**src/rtl/neo_pattern_seq.sv**
```systemverilog
// NeoPixel frame sequencer: builds solid/chase/ramp/off frames and drives the
// driver's load/send handshake. Define NEO_GAMMA_EN for the squared-level gamma.
module neo_pattern_seq #(
  parameter int unsigned        NUM_PIXELS = 5,
  parameter int unsigned        LEVEL_W    = 8,
  parameter int unsigned        FRAME_DIV  = 1000,
  parameter logic [LEVEL_W-1:0] PIX_OFFSET = 8'h33,
  localparam int unsigned       PIX_W      = (NUM_PIXELS > 1) ? $clog2(NUM_PIXELS) : 1
) (
  input  logic               clock,
  input  logic               reset,
  input  logic               run,
  input  logic [1:0]         mode,
  input  logic [LEVEL_W-1:0] step,
  input  logic               ready_to_load,
  input  logic               ready_to_send,
  output logic [PIX_W-1:0]   pixel_index,
  output logic [1:0]         color_index,
  output logic [LEVEL_W-1:0] color_level,
  output logic               load_color,
  output logic               send_it,
  output logic               busy,
  output logic               frame_done
);

  localparam int unsigned    HOLD_W    = (FRAME_DIV > 1) ? $clog2(FRAME_DIV) : 1;
  localparam logic [PIX_W-1:0]  LAST_PIX  = PIX_W'(NUM_PIXELS - 1);
  localparam logic [HOLD_W-1:0] LAST_HOLD = HOLD_W'(FRAME_DIV - 1);

  typedef enum logic [1:0] {IDLE, LOAD, SEND, HOLD} state_e;
  typedef enum logic [1:0] {MODE_SOLID, MODE_CHASE, MODE_RAMP, MODE_OFF} mode_e;

  state_e              state_q, state_d;
  mode_e               mode_q, mode_d;
  logic [PIX_W-1:0]    pix_q, pix_d;
  logic [1:0]          col_q, col_d;
  logic [LEVEL_W-1:0]  ramp_q, ramp_d;
  logic [LEVEL_W-1:0]  phase_q, phase_d;
  logic [PIX_W-1:0]    fcnt_q, fcnt_d;
  logic [HOLD_W-1:0]   hold_q, hold_d;
  logic [LEVEL_W-1:0]  level_lin, level_out, ramp_red;

  always_ff @(posedge clock) begin
    if (reset) begin
      state_q <= IDLE;
      mode_q  <= MODE_SOLID;
      pix_q   <= '0;
      col_q   <= '0;
      ramp_q  <= '0;
      phase_q <= '0;
      fcnt_q  <= '0;
      hold_q  <= '0;
    end else begin
      state_q <= state_d;
      mode_q  <= mode_d;
      pix_q   <= pix_d;
      col_q   <= col_d;
      ramp_q  <= ramp_d;
      phase_q <= phase_d;
      fcnt_q  <= fcnt_d;
      hold_q  <= hold_d;
    end
  end

  always_comb begin
    state_d    = state_q;
    mode_d     = mode_q;
    pix_d      = pix_q;
    col_d      = col_q;
    ramp_d     = ramp_q;
    phase_d    = phase_q;
    fcnt_d     = fcnt_q;
    hold_d     = hold_q;
    load_color = 1'b0;
    send_it    = 1'b0;
    case (state_q)
      IDLE: begin
        if (run) begin
          state_d = LOAD;
          mode_d  = mode_e'(mode);
          pix_d   = '0;
          col_d   = '0;
          ramp_d  = '0;
        end
      end
      LOAD: begin
        if (ready_to_load) begin
          load_color = 1'b1;
          if (col_q == 2'd2) begin
            col_d = '0;
            if (pix_q == LAST_PIX) begin
              pix_d   = '0;
              ramp_d  = '0;
              state_d = SEND;
            end else begin
              pix_d  = pix_q + 1'b1;
              // running sum tracks pixel * PIX_OFFSET without a multiplier
              ramp_d = ramp_q + PIX_OFFSET;
            end
          end else begin
            col_d = col_q + 2'd1;
          end
        end
      end
      SEND: begin
        if (ready_to_send) begin
          send_it = 1'b1;
          state_d = HOLD;
          phase_d = phase_q + step;
          fcnt_d  = (fcnt_q == LAST_PIX) ? '0 : fcnt_q + 1'b1;
          hold_d  = '0;
        end
      end
      HOLD: begin
        if (hold_q == LAST_HOLD) begin
          hold_d = '0;
          if (run) begin
            state_d = LOAD;
            mode_d  = mode_e'(mode);
          end else begin
            state_d = IDLE;
          end
        end else begin
          hold_d = hold_q + 1'b1;
        end
      end
      default: state_d = IDLE;
    endcase
  end

  always_comb begin
    level_lin = '0;
    ramp_red  = phase_q + ramp_q;
    case (mode_q)
      MODE_SOLID: if (col_q == 2'd0) level_lin = phase_q;
      MODE_CHASE: if (pix_q == fcnt_q) level_lin = '1;
      MODE_RAMP: begin
        if (col_q == 2'd0)      level_lin = ramp_red;
        else if (col_q == 2'd1) level_lin = ~ramp_red;
      end
      MODE_OFF:   level_lin = '0;
      default:    level_lin = '0;
    endcase
  end

`ifdef NEO_GAMMA_EN
  logic [2*LEVEL_W-1:0] level_sq;
  always_comb begin
    level_sq  = {{LEVEL_W{1'b0}}, level_lin} * {{LEVEL_W{1'b0}}, level_lin};
    level_out = LEVEL_W'(level_sq >> LEVEL_W);
  end
`else
  always_comb level_out = level_lin;
`endif

  always_comb begin
    pixel_index = load_color ? pix_q : '0;
    color_index = load_color ? col_q : '0;
    color_level = load_color ? level_out : '0;
    frame_done  = send_it;
    busy        = (state_q != IDLE);
  end

endmodule

```
**config.mk**
```make
export PLATFORM = sky130hd
export DESIGN_NAME = neo_pattern_seq
export DESIGN_NICKNAME = d
export VERILOG_FILES = /design/src/rtl/neo_pattern_seq.sv
export SDC_FILE = /design/constraint.sdc
export NUM_CORES = 1
export LEC_CHECK = 0
export BUFFER_PORTS_ARGS = -buffer_cell sky130_fd_sc_hd__buf_2
export CORE_MARGIN = 10
export CORE_UTILIZATION = 55
export DETAILED_ROUTE_END_ITERATION = 7
export PLACE_DENSITY_LB_ADDON = 0.12
export SLEW_MARGIN = 25
export SYNTH_ARGS = -nofsm -noshare
export SYNTH_HDL_FRONTEND = slang
export SYNTH_SLANG_ARGS = --single-unit
```
**constraint.sdc**
```tcl
create_clock -name clock -period 5.5 [get_ports clock]
set_input_delay 1.1 -clock clock [delete_from_list [all_inputs] [get_ports clock]]
set_output_delay 1.1 -clock clock [all_outputs]
set_load 0.01 [all_outputs]
```
# After elaboration in Yosys (flattened, before gate mapping)
# Index checks and enable logic that the tools add are counted.
[classes]
n_bitwise = 1
n_reduce_logical = 13
mux = 41
addsub = 7
n_eq_ne = 18
[ops]
columns = ["operator", "n"]
rows = [
  ["8-bit two-way mux", 9],
  ["8-bit case mux with 4 select lines", 1],
  ["2-bit two-way mux", 12],
  ["10-bit two-way mux", 2],
  ["10-bit case mux with 2 select lines", 1],
  ["3-bit two-way mux", 6],
  ["8-bit adder", 2],
  ["8-bit case mux with 2 select lines", 1],
  ["2-bit inequality test, second input constant", 6],
  ["10-bit by 1-bit adder with 10-bit output, second input constant", 1],
  ["10-bit equality test, second input constant", 1],
  ["2-bit equality test, second input constant", 5],
  ["8-bit by 6-bit adder with 8-bit output, second input constant", 1],
  ["8-bit inverter", 1],
  ["2-bit case mux with 2 select lines", 2],
  ["2-bit case mux with 4 select lines", 1],
  ["2-bit nonzero test", 4],
  ["3-bit by 1-bit adder with 3-bit output, second input constant", 2],
  ["2-bit by 1-bit equality test with 1-bit output, second input constant", 3],
  ["3-bit equality test, second input constant", 2],
  ["2-bit logical NOT", 3],
  ["3-bit case mux with 2 select lines", 1],
  ["2-bit AND reduction", 3],
  ["6-bit AND reduction", 1],
  ["5 further kinds", 9],
]
[word_totals]
register_bits = 38
in_bits = 15
word_cells = 88
out_inout_bits = 17

# Logic depth before layout (Yosys ltp)
[logic_depth]
depth_word = 6
mapped_depth = 8
depth_no_buf = 8

# Worst setup path before layout
# Ideal clock, no wire load.
[synth_timing]
path_type = "in2out"
startpoint = "input port ready_to_load"
endpoint = "output port color_level[6]"
n_path_buf = 1
setup_slack_ns = 2.409
t_arrival_ns = 1.991
stages = 6
required_time_ns = 4.400
cell_sequence = "buf_2 > nand2_1 > inv_1 > nand4b_1 > mux2i_1 > a21o_1"
[synth_via]
elab_chain_len = 3
[synth_rtl]
columns = ["element", "line_no", "source"]
rows = [
  ["from (decl)", "15", "input logic ready_to_load,"],
  ["1-bit two-way mux", "87", "if (ready_to_load) begin"],
  ["1-bit two-way mux", "76", "case (state_q)"],
  ["via load_color", "20", "output logic load_color,"],
  ["8-bit two-way mux", "159", "color_level = load_color ? level_out : '0;"],
  ["to (decl)", "19", "output logic [LEVEL_W-1:0] color_level,"],
]
# The timed path passes the listed nets, and every way through them passes these cells.

# Worst setup path in the final report
[layout_timing]
startpoint = "register phase_q[3]"
endpoint = "output port color_level[5]"
[layout_via]
elab_chain_len = 6
[layout_rtl]
columns = ["element", "line_no", "source"]
rows = [
  ["from (decl)", "38", "logic [LEVEL_W-1:0] phase_q, phase_d;"],
  ["from (signal assigned)", "59", "phase_q <= phase_d;"],
  ["8-bit adder (*)", "133", "ramp_red = phase_q + ramp_q;"],
  ["8-bit inverter", "139", "else if (col_q == 2'd1) level_lin = ~ramp_red;"],
  ["8-bit two-way mux", "139", ""],
  ["8-bit two-way mux (*)", "138", "if (col_q == 2'd0) level_lin = ramp_red;"],
  ["8-bit case mux with 4 select lines (*)", "134", "case (mode_q)"],
  ["8-bit two-way mux (*)", "159", ""],
]
# Mark *: on every way between the ends. The rest lies on a longest branch, timed or not.

==> reports/results.tsv <==
stage	metric	value	unit
run_status	status	complete, no violations	
cts	# hold bufs at CTS	0	
final_layout	area grow syn2layout	11.7	%
synth	Cell Area, Synth	2760	sq um
timing	setup TNS	0	ps
floorplan	core area	4790	sq um
setup_path	worst path buffer plus inverter count	1	
drt	met2 WL post-DR	2510	um
grt	Overflow after GRT	0	
power_and_ir_drop	P_leak	1.33	nW
place	GPL Wtd Cong	0.837	
final_layout	diode count	0	
synth	Distinct cells, synth	54	
setup_path	Crit-path slowest cell	or4b_2	
cts	cts repair resizes	0	
setup_path	critical path launch point type	flop	
timing	final setup vio count	0	
drt	drt pass-1 iters	4	
drt	via count	2374	
power_and_ir_drop	Tot Pwr	1.18	mW
timing	unrepaired setup endpoints after global routing	false	
floorplan	die extent in y	90.9	um
drt	drt first-iter violations	121	
place	Port Buffers	31	
setup_path	Setup crit end kind	output pin	
floorplan	Die X	90.9	um
setup_path	crit-path cells	ha_1 -> o21ai_0 -> or4b_2 -> nand4_1 -> mux2i_1 -> o211a_1 -> buf_2	
final_layout	Storage cell area	761	sq um
floorplan	Die Area	8250	sq um
worst_hold_path	worst min path class	flop to flop	
timing	Worst-Margin Slew	650	ps
cts	Clock Pin Slew Worst Setup and Hold Paths	70	ps
drt	WL met1	3220	um
power_and_ir_drop	P per Cell Area	382	nW/um^2
synth	#FFs+latches synth	38	
drt	final WL	6080	um
grt	largest net degree at the start of global routing	23	
synth	post-synthesis sequential area ratio	27.5	%
run	max-cap viol count	0	
final_layout	fillers	422	
synth	Mapped Nets	381	
setup_path	Critical Path RT	4400	ps
power_and_ir_drop	VDD IR max	0.230	mV
drt	vias per std cell	5.48	
cts	TritonCTS clock tree	yes	
synth	syn avg cell area	8.15	sq um
drt	Routed Antenna Nets	0	
synth	Async SR Flop Fraction	0	%
grt	initial antenna violation count	0	
timing	crit path time final	3510	ps
floorplan	Initial Util	57.7	%
cts	H-tree levels	2	
drt	DRC viols	0	
setup_path	crit-path max cell delay	630	ps
final_layout	Multi-input gate area	1880	sq um
final_layout	commonest non-fill, non-tap cell in the layout	nor2_1	
floorplan	IO Pins	32	
cts	Clock Latency Late Sink	290	ps
final_layout	share of cells above drive strength 1	13.4	%
timing	fin crit share	63.7	%
timing	max-slew violations	0	
final_layout	final core utilization	64.4	%
setup_path	CP top delay family	simple AND/OR/NAND/NOR gates	
drt	met3 WL	281	um
cts	Root Driver	clkbuf_8	
cts	postcts setup bufs	0	
cts	cts bufs inserted	5	
timing	Clock Skew	8.06	ps
timing	fmax	285	MHz
cts	clk buf depth	2	
synth	post-synthesis cell count	339	
timing	Hold Vio Cnt, Final	0	
synth	Synthesis Warnings	0	
timing	relative slew slack	56.6	%
final_layout	most frequent cells in the layout	40 x nor2_1, 38 x dfxtp_1, 32 x a21oi_1, 31 x buf_2	
synth	Synth Flop Type	dfxtp_1	
setup_path	worst-path fanout max	4	
floorplan	# rows	25	
final_layout	nets	407	
setup_path	CP Class	flop to output pin	
setup_path	worst endpoint data arrival time	2410	ps
drt	max layer used	met4	
synth	EDFF count, synth	0	
grt	GR Util All Layers	14.6	%
grt	vias in the first global route	2204	
place	Final HPWL DP	4770	um
grt	global-route wire length before repair	10300	um
drt	mean routed wirelength per cell	14.0	um
cts	Sink Count	38	
flip-flops by register name, indices dropped and copies added (netlist names):
signal,flops
col_q,2
pix_q,3
mode_q,2
state_q,2
fcnt_q,3
hold_q,10
phase_q,8
ramp_q,8
report_power, final:
part	total [mW]	internal, mW	switching (mW)	leakage, nW
Combinational	0.508	0.213	0.295	0.954
Sequential	0.379	0.318	0.0607	0.308
Clock	0.293	0.193	0.0994	0.0714
Total	1.18	0.724	0.455	1.33
cells in the mapped netlist, drive strengths merged (4+ instances only):
cell type  number  area share (%)
nor2           40             5.4
dfxtp          38              28
a21oi          33             6.1
ha             25              11
nand2          25             3.4
xnor2          18             5.7
inv            16             2.2
o21ai          16             2.9
xor2           14             4.4
nor3           11             2.0
and3            7             1.6
clkbuf          7            0.95
mux2i           7             2.5
nand4           7             1.6
a21o            6             1.6
nand3           6             1.5
a211oi          5             1.4
buf             5             1.2
nor2b           5             1.1
o31ai           4             1.1
worst min-delay path: cells and delay by family, from the launching register on:
kind / cells / cell delay [ps]
AOI/OAI and AO/OA: 1 / 50
DFF: 1 / 350
and+or+nand+nor: 1 / 70
per-stage QoR:
stage	std cells	hold slack, ps	cell area (sq um)	setup slack [ps]
after CTS	433	521	3080	2020
after detailed placement	425	509	2940	2160
after floorplan	339	465	2760	2410
after global placement	425	494	2940	2160
after global routing	433	549	3080	1860
final	433	518	3080	1990
logic make-up after synthesis:
| kind of cell | synth area share [%] |
|---|---|
| flip-flops | 27.5 |
| adder cells (fa/ha/maj) | 12.8 |
| multiplexers | 2.95 |
| buffers and inverters | 4.44 |
| XOR/XNOR | 10.1 |
| AND/OR/NAND/NOR | 23.5 |
| AO/OA/AOI/OAI | 18.7 |
layout make-up:
type	count	share of cell area (%)
timing repair buffer	31	5.03
tap	67	2.72
clock buffer	6	2.68
inverter	17	2.07
clock inverter	2	1.95
sequential	38	24.7
multi-input combinational	272	60.9
path summary, 6_finish.rpt:
path,from,endpoint,slack [ps],cells past startpoint
hold reg to reg,pix_q[1],pix_q[1],520,2
setup reg to reg,state_q[1],ramp_q[7],3350,7
hold / removal,pix_q[1],pix_q[1],520,2
setup / recovery,phase_q[3],color_level[5],1990,7
routing by layer:
metal,vias to the layer above,global-route usage (%)
met2,45,21.6
met4,0,3.52
met5,-,0
li1,1252,-
met1,1071,20.8
met3,6,3.33
(Power assumes the default switching activity.)
